**src/rtl/hiscore_pkg.sv**
```systemverilog
// Shared definitions for the high-score save/restore bridge: FSM states,
// the byte returned for reads past the window, and the hps_io index used by CONF_STR.
package hiscore_pkg;

    typedef enum logic [1:0] {
        IDLE    = 2'd0,
        RD_WAIT = 2'd1,
        RD_DONE = 2'd2
    } hs_state_t;

    localparam logic [7:0] FILL_BYTE     = 8'hFF;
    localparam logic [7:0] HISCORE_INDEX = 8'd4;

endpackage

```
**src/rtl/hiscore_upload.sv**
```systemverilog
// Bridges the hps_io ioctl channel to the second port of the game's work RAM so the
// high-score window can be uploaded (saved) and downloaded (restored).
module hiscore_upload
    import hiscore_pkg::*;
#(
    parameter int                ADDR_W = 10,
    parameter logic [ADDR_W-1:0] BASE   = '0,
    parameter int                SIZE   = 64,
    parameter logic [7:0]        INDEX  = HISCORE_INDEX,
    parameter int                RD_LAT = 1
) (
    input  logic              clk_sys,
    input  logic              reset,
    input  logic              ioctl_download,
    input  logic              ioctl_upload,
    input  logic [7:0]        ioctl_index,
    input  logic [24:0]       ioctl_addr,
    input  logic              ioctl_wr,
    input  logic              ioctl_rd,
    input  logic [7:0]        ioctl_dout,
    output logic [7:0]        ioctl_din,
    output logic              ioctl_wait,
    output logic [ADDR_W-1:0] ram_addr,
    output logic [7:0]        ram_din,
    output logic              ram_we,
    input  logic [7:0]        ram_dout,
    output logic              restored,
    output logic              busy,
    output logic [1:0]        state_dbg
);

    localparam logic [1:0]  LAT_INIT = 2'(RD_LAT);
    localparam logic [8:0]  SIZE_C   = 9'(SIZE);
    localparam logic [24:0] SIZE_A   = 25'(SIZE);

    logic              act_dn;
    logic              act_up;
    logic              act_dn_q;
    logic              in_range;
    logic [ADDR_W-1:0] win_addr;

    hs_state_t         state_q;
    hs_state_t         state_d;
    logic [1:0]        lat_q;
    logic [1:0]        lat_d;
    logic              rd_accept;
    logic              rd_fill;
    logic              wr_accept;
    logic [8:0]        wr_cnt;

    always_comb begin
        act_dn   = ioctl_download && (ioctl_index == INDEX);
        act_up   = ioctl_upload && (ioctl_index == INDEX) && !act_dn;
        in_range = ioctl_addr < SIZE_A;
        win_addr = BASE + ADDR_W'(ioctl_addr[7:0]);
    end

    // Upload handshake: ioctl_rd is a one-cycle request; this block answers by raising
    // ioctl_wait the following cycle and holds it until ioctl_din carries the byte.
    // hps_io must not issue another ioctl_rd while ioctl_wait is high.
    always_comb begin
        state_d   = state_q;
        lat_d     = lat_q;
        rd_accept = 1'b0;
        rd_fill   = 1'b0;
        wr_accept = 1'b0;
        case (state_q)
            IDLE: begin
                if (act_up && ioctl_rd) begin
                    if (in_range) begin
                        rd_accept = 1'b1;
                        lat_d     = LAT_INIT;
                        state_d   = RD_WAIT;
                    end else begin
                        rd_fill = 1'b1;
                    end
                end
                if (act_dn && ioctl_wr && in_range) begin
                    wr_accept = 1'b1;
                end
            end
            RD_WAIT: begin
                lat_d = lat_q - 2'd1;
                if (lat_q <= 2'd1) begin
                    state_d = RD_DONE;
                end
            end
            RD_DONE: begin
                state_d = IDLE;
            end
            default: begin
                state_d = IDLE;
            end
        endcase
    end

    always_ff @(posedge clk_sys) begin
        if (reset) begin
            state_q    <= IDLE;
            lat_q      <= 2'd0;
            ioctl_wait <= 1'b0;
        end else begin
            state_q    <= state_d;
            lat_q      <= lat_d;
            ioctl_wait <= (state_d != IDLE);
        end
    end

    // One RAM port serves both directions; the FSM guarantees they never coincide.
    always_ff @(posedge clk_sys) begin
        if (reset) begin
            ram_addr  <= '0;
            ram_din   <= 8'd0;
            ram_we    <= 1'b0;
            ioctl_din <= 8'd0;
        end else begin
            ram_we <= wr_accept;
            if (rd_accept || wr_accept) begin
                ram_addr <= win_addr;
            end
            if (wr_accept) begin
                ram_din <= ioctl_dout;
            end
            if (rd_fill) begin
                ioctl_din <= FILL_BYTE;
            end else if (state_q == RD_DONE) begin
                ioctl_din <= ram_dout;
            end
        end
    end

    // A restore only counts when every byte of the window arrived in one download.
    always_ff @(posedge clk_sys) begin
        if (reset) begin
            act_dn_q <= 1'b0;
            wr_cnt   <= 9'd0;
            restored <= 1'b0;
        end else begin
            act_dn_q <= act_dn;
            if (act_dn && !act_dn_q) begin
                wr_cnt <= wr_accept ? 9'd1 : 9'd0;
            end else if (wr_accept && (wr_cnt != SIZE_C)) begin
                wr_cnt <= wr_cnt + 9'd1;
            end
            if (!act_dn && act_dn_q && (wr_cnt == SIZE_C)) begin
                restored <= 1'b1;
            end
        end
    end

    assign busy      = (state_q != IDLE);
    assign state_dbg = state_q;

endmodule

```
**config.mk**
```make
export PLATFORM = sky130hd
export DESIGN_NAME = hiscore_upload
export DESIGN_NICKNAME = d
export VERILOG_FILES = /design/src/rtl/hiscore_pkg.sv /design/src/rtl/hiscore_upload.sv
export SDC_FILE = /design/constraint.sdc
export NUM_CORES = 1
export LEC_CHECK = 0
export BUFFER_PORTS_ARGS = -buffer_cell sky130_fd_sc_hd__buf_2
export CELL_PAD_IN_SITES_DETAIL_PLACEMENT = 0
export CELL_PAD_IN_SITES_GLOBAL_PLACEMENT = 1
export CORE_MARGIN = 2
export CORE_UTILIZATION = 32
export DETAILED_ROUTE_END_ITERATION = 10
export PLACE_DENSITY = 0.79
export SLEW_MARGIN = 25
export SYNTH_ARGS = -nofsm -noshare
export SYNTH_HDL_FRONTEND = slang
export SYNTH_SLANG_ARGS = --single-unit
```
**constraint.sdc**
```tcl
create_clock -name clk_sys -period 3 [get_ports clk_sys]
set_clock_uncertainty 0.2 [all_clocks]
set_input_delay 0.9 -clock clk_sys [delete_from_list [all_inputs] [get_ports clk_sys]]
set_output_delay 0.9 -clock clk_sys [all_outputs]
set_load 0.05 [all_outputs]
```
# Yosys cells after proc, flatten, opt, wreduce, memory -nomap -nowiden
# Index checks and enable logic that the tools add are counted.
# Widths: inputs -> output; s select.
word_totals:
  regBits: 41
  out_inout_bits: 32
  elab_cells: 61
classes:
  addsub: 2
  order_cmp: 2
  n_eq_ne: 7
  mux: 20
  n_reduce_logical: 20
ops:
  columns: ["cell", "count"]
  rows:
  - ["$lt 25x7->1 const B", 1]
  - ["$mux 9", 2]
  - ["$mux 8", 2]
  - ["$logic_and 1x1->1", 10]
  - ["$mux 2", 5]
  - ["$reduce_bool 2->1", 5]
  - ["$add 9x1->9 const B", 1]
  - ["$eq 9x7->1 const B", 1]
  - ["$mux 1", 9]
  - ["$ne 9x7->1 const B", 1]
  - ["$eq 8x3->1 const B", 1]
  - ["$pmux 2 s2", 2]
  - ["$ne 2x2->1 const B", 2]
  - ["$reduce_and 3->1", 1]
  - ["$eq 2x1->1 const B", 1]
  - ["$eq 2x2->1 const B", 1]
  - ["$le 2x1->1 const B", 1]
  - ["$logic_not 1->1", 2]
  - ["$logic_not 2->1", 1]
  - ["$sub 2x1->2 const B", 1]
  - ["$logic_or 1x1->1", 1]

# Logic depth before layout (Yosys ltp)
logic_depth:
  depth_word: 9
  mapped_depth: 7
  mapped_depth_nobuf: 6

# Worst setup path before layout
# Ideal clock, no wire load.
synth_path:
  path_kind: "input -> register"
  from: "input ioctl_index[1]"
  to: "register wr_cnt[7]"
  setup_time_ns: 0.071
  arrival_ns: 2.608
  t_required_ns: 2.729
  setup_slack_ns: 0.120
  path_stages: 5
  cell_sequence: "nor4b_1 > nand4_1 > or3_4 > or4_1 > a21oi_1"
synth_between:
  elab_chain_cells: 8
  word_cells_on_any_way: 10
  classes_between: "eq/ne: 1; mux: 3; reduce/logical: 6"
synth_rtl:
  columns: ["element", "line", "rtl"]
  rows:
  - ["from (decl)", "hiscore_upload.sv:16", "input logic [7:0] ioctl_index,"]
  - ["$eq 8x3->1 *", "hiscore_upload.sv:52", "act_dn = ioctl_download && (ioctl_index == INDEX);"]
  - ["$logic_and 1x1->1 *", "hiscore_upload.sv:52", null]
  - ["$logic_and 1x1->1 (2 in series)", "hiscore_upload.sv:78", "if (act_dn && ioctl_wr && in_range) begin"]
  - ["$mux 1", "hiscore_upload.sv:78", null]
  - ["$mux 1", "hiscore_upload.sv:67", "case (state_q)"]
  - ["$logic_and 1x1->1", "hiscore_upload.sv:142", "end else if (wr_accept && (wr_cnt != SIZE_C)) begin"]
  - ["$reduce_bool 2->1 (no source line)", null, null]
  - ["to (signal assigned)", "hiscore_upload.sv:141", "wr_cnt <= wr_accept ? 9'd1 : 9'd0;"]
  - ["to (signal assigned)", "hiscore_upload.sv:143", "wr_cnt <= wr_cnt + 9'd1;"]
  - ["to (decl)", "hiscore_upload.sv:49", "logic [8:0] wr_cnt;"]
# Every way passes the cells marked *; elsewhere a longest branch is shown, timed or not.
# A chain may end at the register's enable or synchronous reset.

# Final worst setup path
layout_path:
  from: "input ioctl_index[1]"
  to: "register wr_cnt[2]"
# The elaborated chain is that of the path after synthesis.

==> impl_metrics.ini <==
[status]
status = complete, no violations

[synthesis]
ys_types = 44
yosysWarnings = 0
syn_avg_cell_area_um2 = 8.94
ys_seq_area_frac = 0.464
netlist.area_leader.share = 0.464
synth_seq_cells = 41
synth.area.top_cells = dfxtp_1 46%, mux2i_1 8.5%, nor2_1 5.1%
synth_cells = 198
ys_async_sr_fraction = 0
synth_top_area_cell = dfxtp_1
synth_edf_count = 0
netlist_area_um2 = 1770
synth-main-ff-cell = dfxtp_1

[global_route]
grt_use_total = 0.143
grt_max_degree = 29
grt_pass1_vias = 1575
gr-total-overflow = 0
grt_pass1_wl_um = 7110
antenna_found_initial = 0

[worst_hold_path]
holdCritPathClass = reg -> reg

[setup_path]
startpoint_type = primary input
crit_arrival_ns = 2.64
crit_required_ns = 3.02
worstSetupPathType = in -> reg
critical_path.max_fanout = 7
worst_setup_path_end_kind = flip-flop

[place]
dp_hpwl_um = 3190
routabilityCongestion = 0.766
placed_cell_area_um2 = 2330
placedCellCount = 356
numPortBuffers = 84

[sta]
grt_setup_unrepaired = no
max_freq_mhz = 382
finalSetupViolations = 0
finalCritPeriodShare = 0.873
slew-limit-headroom = 0.614
timing.final.hold_violations = 0
worst_pin_slew_ns = 0.575
tns_ns = 0
period_minus_slack_ns = 2.62
hold_slack_ns = 0.264
slew_violations = 0

[die]
die_h_um = 78.4
die_w_um = 78.4
rows = 27
fp.coreArea_um2 = 5410
ioPinCount = 87
start_util = 0.327
dieArea_um2 = 6140

[pwr]
peakVddDrop_mv = 0.282
p_per_area_nw_per_um2 = 422
p_leak_nw = 1.03

[clocking]
clockRootBuffer = clkbuf_8
post-cts-setup-buffers = 0
clockBufferDepth = 2
cts_hold_buf = 0
cts_buffers = 5
cts-resized-gates = 0
clkTransAtPathRegs_ns = 0.08
htree_levels = 2
clock_latency_ns = 0.29
clock-sinks = 41
cts_tree = yes

[drt]
drt_iter0_markers = 41
vias_per_cell = 4.73
num_vias = 1716
wire_per_inst_um = 11.5
drt-pass1-iter-count = 4
ant_nets = 0
drc = 0
totalWireLength_um = 4190

[final_layout]
stdcell_count = 363
finalInstanceArea_um2 = 2430
diodes = 0
fillCellCount = 575
finalNetCount = 349
drive_above_1_share = 0.378
area_growth_pct = 37.6

[job]
maxCapViolations = 0
## through the flow
stage                util  setup slack (ns)  total power, mW
detailed placement  0.431            0.0782            0.616
finish              0.450             0.382             1.03
floorplan               -             0.120            0.578
CTS                 0.450             0.375             1.04
global route        0.450             0.244             1.07
global placement    0.431             0.112            0.616
## final cells by class
type	instances	area, um^2	area share
clock buffers	5	68.8	0.0283
clock inverters	2	35.0	0.0144
inverters	7	26.3	0.0108
multi-input cells	141	877	0.360
flip-flops and latches	41	821	0.337
well taps	72	90.1	0.0370
repair buffers	95	515	0.212
## Yosys cell counts, types with 2 or more instances
cell	n
nor2_1	24
nor2b_1	4
nand3_1	3
a31oi_1	9
inv_1	7
or4_4	2
o21ai_0	4
buf_4	2
or3_1	4
nor4_1	7
buf_1	2
clkbuf_1	4
and2_1	3
ha_1	3
nand4_1	7
mux2i_1	15
nor3_1	5
nand2_1	20
o31ai_1	2
dfxtp_1	41
a21oi_1	7
## worst max-delay path, cell delays in order
cell     delay, ns
buf_2         0.10
nor4b_1       0.39
nand4_1       0.20
or4_4         0.58
or3_1         0.33
a21oi_1       0.13
## per-layer routing
layer	vias up	global-route usage	wire length, um
met3	7	0.0333	196
met5	-	0	0
met1	780	0.180	1900
met4	0	0.0649	82
li1	890	-	-
met2	39	0.233	2010
## state kept, by name, summed over array words and instances, names as in the netlist
signal	cells
ram_we	1
wr_cnt	9
ioctl_wait	1
state_dbg	2
ioctl_din	8
lat_q	2
ram_addr	8
act_dn_q	1
restored	1
ram_din	8
## final timing paths
check                                 from                       end  slack, ns  cells after the start
setup / recovery            ioctl_index[1]    wr_cnt[2]$_SDFFE_PP0P_       0.38                      6
hold / removal    ram_addr[6]$_SDFFE_PP0P_  ram_addr[6]$_SDFFE_PP0P_       0.26                      1
setup reg to reg   state_dbg[0]$_SDFF_PP0_    wr_cnt[2]$_SDFFE_PP0P_       0.59                      5
hold reg to reg   ram_addr[6]$_SDFFE_PP0P_  ram_addr[6]$_SDFFE_PP0P_       0.26                      1
## layout by cell type, fill, tap and decap left out, types with 2 or more instances in the layout
cell type	count
a21oi_1	7
nand3_1	3
nor2_1	24
nor3_1	4
and2_1	3
a31oi_1	9
nand2_1	20
nor2b_1	4
conb_1	2
nor4_1	7
or4_4	2
buf_2	84
nand4_1	7
o31ai_1	2
clkbuf_8	5
inv_1	7
buf_4	10
dfxtp_1	41
ha_1	3
or3_1	4
mux2i_1	15
o21ai_0	4
## kinds of logic (layout without fill, tap and decap cells)
kind of cell,Yosys count,in the layout,share of synthesized area
and+or+nand+nor,88,88,0.260
muxes,15,15,0.0849
DFF,41,41,0.464
AOI/OAI and AO/OA,33,33,0.123
other,1,2,0.00212
adders and majority gates,3,3,0.0212
buffers and inverters,17,109,0.0453
## where the power goes
part / internal (mW) / switching, mW
logic: 0.0317 / 0.0279
registers: 0.544 / 0.0000562
clock network: 0.242 / 0.181
(Power assumes the default switching activity.)
